===== config.mk =====
export PLATFORM = sky130hd
export DESIGN_NAME = wb_load_commit
export DESIGN_NICKNAME = d
export VERILOG_FILES = /design/src/rtl/wb_load_commit.sv
export SDC_FILE = /design/constraint.sdc
export NUM_CORES = 1
export LEC_CHECK = 0
export CORE_ASPECT_RATIO = 2
export CORE_MARGIN = 1.5
export CORE_UTILIZATION = 46
export DETAILED_ROUTE_END_ITERATION = 10
export GPL_TIMING_DRIVEN = 0
export PLACE_DENSITY = 0.87
export RECOVER_POWER = 100
export SYNTH_ARGS = -nofsm -noshare
export SYNTH_HDL_FRONTEND = slang
export SYNTH_SLANG_ARGS = --single-unit

===== constraint.sdc =====
create_clock -name clk -period 6.1 [get_ports clk]
set_input_delay 1.22 -clock clk [delete_from_list [all_inputs] [get_ports clk]]
set_output_delay 1.22 -clock clk [all_outputs]
set_load 0.01 [all_outputs]

===== src/rtl/wb_load_commit.sv =====
// Writeback stage: picks ALU result or aligned load data, drives a registered RF write port,
// and stalls upstream while a load waits for its response. Optional watchdog: WB_TIMEOUT_EN.
module wb_load_commit #(
  parameter logic [5:0] ID_LB          = 6'd10,
  parameter logic [5:0] ID_LH          = 6'd11,
  parameter logic [5:0] ID_LW          = 6'd12,
  parameter logic [5:0] ID_LBU         = 6'd13,
  parameter logic [5:0] ID_LHU         = 6'd14,
  parameter int unsigned TIMEOUT_CYCLES = 16
) (
  input  logic        clk,
  input  logic        rst,
  input  logic [4:0]  rd_addr_in,
  input  logic        rd_valid_in,
  input  logic [5:0]  instr_id_in,
  input  logic [31:0] exec_output_in,
  input  logic [31:0] mem_addr_in,
  input  logic        mem_rsp_valid,
  input  logic [31:0] mem_rsp_data,
  output logic        rf_wr_en,
  output logic [4:0]  rf_wr_addr,
  output logic [31:0] rf_wr_data,
  output logic        wb_stall,
  output logic        wb_timeout_err
);

  typedef enum logic {IDLE, WAIT_RSP} state_t;

  state_t      state_reg;
  logic [4:0]  cap_rd_reg;
  logic        cap_valid_reg;
  logic [5:0]  cap_id_reg;
  logic [1:0]  cap_off_reg;

  logic [7:0]  rsp_bytes [4];
  logic        is_load_in;
  logic        commit_in;
  logic        commit_cap;
  logic [5:0]  sel_id;
  logic [1:0]  sel_off;
  logic [15:0] sel_half;
  logic [7:0]  sel_byte;
  logic [31:0] aligned_data;
  logic        timeout_hit;
  logic        unused_bits;

  genvar gi;
  generate
    for (gi = 0; gi < 4; gi++) begin : g_lane
      assign rsp_bytes[gi] = mem_rsp_data[8*gi +: 8];
    end
  endgenerate

  assign is_load_in = (instr_id_in == ID_LB) || (instr_id_in == ID_LH) ||
                      (instr_id_in == ID_LW) || (instr_id_in == ID_LBU) ||
                      (instr_id_in == ID_LHU);
  assign commit_in  = rd_valid_in && (rd_addr_in != 5'd0);
  assign commit_cap = cap_valid_reg && (cap_rd_reg != 5'd0);

  // While waiting, upstream holds stale inputs, so alignment uses the captured fields.
  assign sel_id   = (state_reg == WAIT_RSP) ? cap_id_reg  : instr_id_in;
  assign sel_off  = (state_reg == WAIT_RSP) ? cap_off_reg : mem_addr_in[1:0];
  assign sel_byte = rsp_bytes[sel_off];
  assign sel_half = sel_off[1] ? mem_rsp_data[31:16] : mem_rsp_data[15:0];

  always_comb begin
    aligned_data = mem_rsp_data;
    if (sel_id == ID_LB)       aligned_data = {{24{sel_byte[7]}}, sel_byte};
    else if (sel_id == ID_LBU) aligned_data = {24'd0, sel_byte};
    else if (sel_id == ID_LH)  aligned_data = {{16{sel_half[15]}}, sel_half};
    else if (sel_id == ID_LHU) aligned_data = {16'd0, sel_half};
  end

  assign wb_stall = !rst && !mem_rsp_valid &&
                    (((state_reg == IDLE) && is_load_in) || (state_reg == WAIT_RSP));

`ifdef WB_TIMEOUT_EN
  logic [7:0] wait_cnt_reg;
  logic       timeout_err_reg;

  assign timeout_hit    = (state_reg == WAIT_RSP) && !mem_rsp_valid &&
                          (wait_cnt_reg == 8'(TIMEOUT_CYCLES - 1));
  assign wb_timeout_err = timeout_err_reg;
  assign unused_bits    = ^mem_addr_in[31:2];

  always_ff @(posedge clk or posedge rst) begin
    if (rst) begin
      wait_cnt_reg    <= 8'd0;
      timeout_err_reg <= 1'b0;
    end else if ((state_reg == IDLE) && is_load_in && !mem_rsp_valid) begin
      wait_cnt_reg <= 8'd0;
    end else if ((state_reg == WAIT_RSP) && !mem_rsp_valid) begin
      if (timeout_hit) timeout_err_reg <= 1'b1;
      else             wait_cnt_reg    <= wait_cnt_reg + 8'd1;
    end
  end
`else
  assign timeout_hit    = 1'b0;
  assign wb_timeout_err = 1'b0;
  assign unused_bits    = ^{mem_addr_in[31:2], 32'(TIMEOUT_CYCLES)};
`endif

  always_ff @(posedge clk or posedge rst) begin
    if (rst) begin
      state_reg     <= IDLE;
      cap_rd_reg    <= 5'd0;
      cap_valid_reg <= 1'b0;
      cap_id_reg    <= 6'd0;
      cap_off_reg   <= 2'd0;
      rf_wr_en      <= 1'b0;
      rf_wr_addr    <= 5'd0;
      rf_wr_data    <= 32'd0;
    end else begin
      rf_wr_en <= 1'b0;
      case (state_reg)
        IDLE: begin
          if (!is_load_in) begin
            if (commit_in) begin
              rf_wr_en   <= 1'b1;
              rf_wr_addr <= rd_addr_in;
              rf_wr_data <= exec_output_in;
            end
          end else if (mem_rsp_valid) begin
            if (commit_in) begin
              rf_wr_en   <= 1'b1;
              rf_wr_addr <= rd_addr_in;
              rf_wr_data <= aligned_data;
            end
          end else begin
            cap_rd_reg    <= rd_addr_in;
            cap_valid_reg <= rd_valid_in;
            cap_id_reg    <= instr_id_in;
            cap_off_reg   <= mem_addr_in[1:0];
            state_reg     <= WAIT_RSP;
          end
        end
        WAIT_RSP: begin
          if (mem_rsp_valid) begin
            if (commit_cap) begin
              rf_wr_en   <= 1'b1;
              rf_wr_addr <= cap_rd_reg;
              rf_wr_data <= aligned_data;
            end
            state_reg <= IDLE;
          end else if (timeout_hit) begin
            state_reg <= IDLE;
          end
        end
        default: state_reg <= IDLE;
      endcase
    end
  end

endmodule


## Word level (Yosys, flattened, before mapping)

Index checks and enable logic that the tools add are counted.
W data, S select, Z words.

| word-level totals | value |
|---|---|
| bits in registers | 53 |
| output and inout port bits | 40 |
| word-level logic and storage cells | 74 |

| operators by class | value |
|---|---|
| $lt $le $gt $ge | 1 |
| eq/ne operators | 13 |
| multiplexer cells | 32 |
| bitwise gates (word level) | 3 |
| reductions and logical operators | 17 |

Operators by type and width:

| kind | count |
|---|---|
| $mux W32 | 10 |
| $pmux W32 S2 | 1 |
| $eq A6 B4 Y1 const B | 9 |
| $mux W5 | 5 |
| $bmux W8 S2 | 1 |
| $mux W16 | 1 |
| $mux W8 | 2 |
| $pmux W5 S2 | 1 |
| $reduce_bool A5 Y1 | 2 |
| $mux W1 | 7 |
| $mux W6 | 1 |
| $reduce_and A3 Y1 | 2 |
| $logic_and A1 B1 Y1 | 5 |
| $logic_or A1 B1 Y1 | 5 |
| $ne A2 B2 Y1 const B | 2 |
| $pmux W1 S2 | 2 |
| $reduce_and A4 Y1 | 1 |
| $ge A3 B3 Y1 const B | 1 |
| $ne A3 B3 Y1 const B | 1 |
| $not A2 Y3 | 1 |
| $logic_not A1 Y1 | 2 |
| $mux W2 | 1 |
| $ne A2 B1 Y1 const B | 1 |
| $not A1 Y1 | 2 |

## Longest topological paths before layout

| depth | value |
|---|---|
| depth in word-level cells | 11 |
| depth in mapped cells | 9 |
| mapped depth without buffers | 7 |

## Least setup slack after synthesis

OpenSTA, ideal clock, no wires.

| timing | value |
|---|---|
| kind | in2out |
| start point | in instr_id_in[5] |
| end point | out wb_stall |
| arrival time | 2,865 ps |
| required time | 4,880 ps |
| path slack | 2,015 ps |
| stages on the path | 7 |
| path through | or3b_1 or3_1 buf_2 and2_1 buf_2 buf_1 nor3_1 |

| on the way | value |
|---|---|
| word-level cells in the longest chain between the ends | 8 |
| elaborated cells on any way between the ends | 12 |
| classes of those cells | eq/ne: 5; reduce/logical: 7 |

Ends and longest elaborated chain:

| item | RTL line | text |
|---|---|---|
| start, declared | 15 | `input logic [5:0] instr_id_in,` |
| $eq A6 B4 Y1 | 54 | `assign is_load_in = (instr_id_in == ID_LB) \|\| (instr_id_in == ID_LH) \|\|` |
| $logic_or A1 B1 Y1 (2 in series) | 54 |  |
| $logic_or A1 B1 Y1 | 55 | `(instr_id_in == ID_LW) \|\| (instr_id_in == ID_LBU) \|\|` |
| $logic_or A1 B1 Y1 (*) | 55 |  |
| $logic_and A1 B1 Y1 (*) | 75 | `(((state_reg == IDLE) && is_load_in) \|\| (state_reg == WAIT_RSP));` |
| $logic_or A1 B1 Y1 (*) | 75 |  |
| $logic_and A1 B1 Y1 (*) | 74 | `assign wb_stall = !rst && !mem_rsp_valid &&` |
| end, declared | 23 | `output logic wb_stall,` |

Mark *: on every way between the ends. The rest lies on a longest branch, timed or not.

## Worst setup path in the final report

| timing | value |
|---|---|
| start point | in instr_id_in[2] |
| end point | out wb_stall |

Same word-level chain as after synthesis.

==> qor.csv <==
metric;value;unit
hold depth;1;
1st-pass router iterations;6;
vias in the first global route;3184;
dpl hpwl;7.50;mm
kind of critical path;in -> out;
final setup fails;0;
GRT overflow;0;
hold_ws;0.465;ns
overall die area;0.00788;mm^2
PD cells;227;mW/mm^2
Clock Latency Late Sink;0.29;ns
commonest non-fill, non-tap cells in the layout;78 x clkdlybuf4s50_1, 53 x dfrtp_1, 41 x dlygate4sd3_1;
main flop type after synthesis;dfrtp_1;
via count;3301;
Min-Delay Endpoint;cap_id_reg[3];
Final min period;5.55;ns
syn avg cell area;10.4;um^2
Worst VDD drop;0.000187;V
Synth Instances;323;
CP Launch Type;input pin;
WL/cell;18.7;um
clk_skew;0.00307;ns
maxcap violations;1;
filler instances;598;
gp weighted congestion;0.870;
library cells used by synthesis;54;
Top Ports;151;
Hold Path Origin;cap_id_reg[3];
CTS tree;done;
worst slew pin tran;1.78;ns
Reg-to-Reg End;rf_wr_data[20];
Ys Warns;0;
largest net degree at the start of global routing;34;
leakage;1.93;nW
Final ANT Viol Nets;0;
Max Clk Rate;0.180;GHz
Final Cycle Share;0.910;
core area;0.00716;mm^2
Area growth syn-to-layout;42.0;%
first-pass GRT wire length;16.0;mm
R2R Setup Slk;3.60;ns
CTS sink cnt;53;
PortBufs;119;
CTS H-tree depth;2;
worst reg2reg startpoint;state_reg;
Final Hold Vio Count;0;
root buffer cell;clkbuf_16;
Power Total;1.09;mW
commonest non-fill, non-tap cell in the layout;clkdlybuf4s50_1;
CTS Buf Count;5;
row count;44;
drt total wl;10.2;mm
post-synthesis sequential area ratio;0.394;
via/cell ratio;6.08;
drt drc;0;
Final Net Count;561;
register bit total from synthesis;53;
Max-slew headroom;-0.187;
Starting Density;0.471;
status;finished, violations left;
async set-reset flop share out of synthesis;1.00;
Die Wd;63.5;um
Reg clk slew, reported paths;0.07;ns
gr usage total;0.260;
failing checks;max-capacitance violations, max-slew violations;
Initial DRC Count;327;
die height;124;um
Post-CTS Hold Fix Bufs;0;
worst path required time;4.88;ns
CP Capture Type;output port;
final setup TNS;0;ns
syn nets;434;
mapped cell area;0.00337;mm^2
RSZ-0062 raised after global routing;false;
R2R depth;9;
diodes inserted;0;
initial antenna violation count;0;
# Post-CTS Setup Buffers;0;
min-delay worst type;reg -> reg;
EDFF count, synth;0;
max reg flops;32;
Resized cells post-CTS;0;
worst-path fanout max;10;
layout cells sized above 1;0.120;
Worst Path Arrival;4.33;ns
Slew Limit Fails;34;
CTS Buffer Depth;2;
==> cell families after synthesis <==
kind of cell / count (synthesis) / share of synthesized area
compound gates: 93 / 0.199
xor+xnor: 2 / 0.00520
buf+inv: 28 / 0.0539
flops: 53 / 0.394
mux: 50 / 0.197
other cells: 1 / 0.00111
simple gates: 96 / 0.151
==> layer usage <==
| layer | vias to the layer above | global-route usage | part of all wire |
|---|---|---|---|
| li1 | 1490 | - | - |
| met1 | 1577 | 0.330 | 0.39 |
| met2 | 209 | 0.428 | 0.48 |
| met3 | 25 | 0.0659 | 0.10 |
| met4 | 0 | 0.0978 | 0.026 |
| met5 | - | 0 | 0 |
==> final cells by class <==
type	instances	area, um^2	area share
Multi-Input combinational cell	242	1830	0.383
Sequential cell	53	1330	0.277
Timing Repair Buffer	120	1190	0.250
Buffer	25	160	0.0335
Clock buffer	6	129	0.0269
Tap cell	92	115	0.0241
Inverter	3	13.8	0.00288
Clock inverter	2	10.0	0.00209
==> worst max-delay path: stages <==
cell,delay [ns]
dlygate4sd3_1,0.68
and3_1,0.22
or3_1,0.11
clkbuf_1,0.34
and2_0,0.19
clkbuf_1,0.37
clkbuf_1,0.48
nor3_1,0.09
dlygate4sd3_1,0.62
==> worst max path at each step <==
stage / slack [ns] / end / from
CTS: 0.82 / wb_stall / instr_id_in[3]
global route: 0.38 / wb_stall / instr_id_in[2]
global placement: 0.89 / wb_stall / instr_id_in[3]
detailed placement: 0.85 / wb_stall / instr_id_in[3]
finish: 0.55 / wb_stall / instr_id_in[2]
floorplan: 2.01 / wb_stall / instr_id_in[5]
==> synthesized netlist by cell type (all sizes together) (3+ instances only) <==
library cell / count / area share
o211ai: 7 / 0.016
dfrtp: 53 / 0.39
and3: 7 / 0.013
o221ai: 6 / 0.016
clkbuf: 3 / 0.0033
mux2: 18 / 0.060
mux4: 8 / 0.060
nor3: 10 / 0.018
nor2: 23 / 0.026
buf: 22 / 0.046
a21oi: 19 / 0.033
nor2b: 3 / 0.0056
mux2i: 24 / 0.076
nand3: 10 / 0.015
nand2: 25 / 0.033
o22ai: 33 / 0.071
inv: 3 / 0.0041
a211o: 8 / 0.021
o21ai: 12 / 0.018
==> power by group <==
part           switching (mW)  internal, mW  leakage [nW]  total (mW)
combinational           0.161         0.192          1.24       0.353
sequential             0.0395         0.412         0.618       0.451
clock                   0.129         0.151        0.0706       0.281
total                   0.330         0.755          1.93        1.09
==> stage by stage <==
stage	std cells	util	setup WS (ns)	instance area (um^2)
after floorplan	323	-	2.01	3370
after global placement	534	0.653	0.885	4670
after detailed placement	535	0.656	0.846	4690
after CTS	543	0.675	0.824	4830
after global routing	543	0.668	0.379	4780
final	543	0.668	0.550	4780
(Power assumes the default switching activity.)
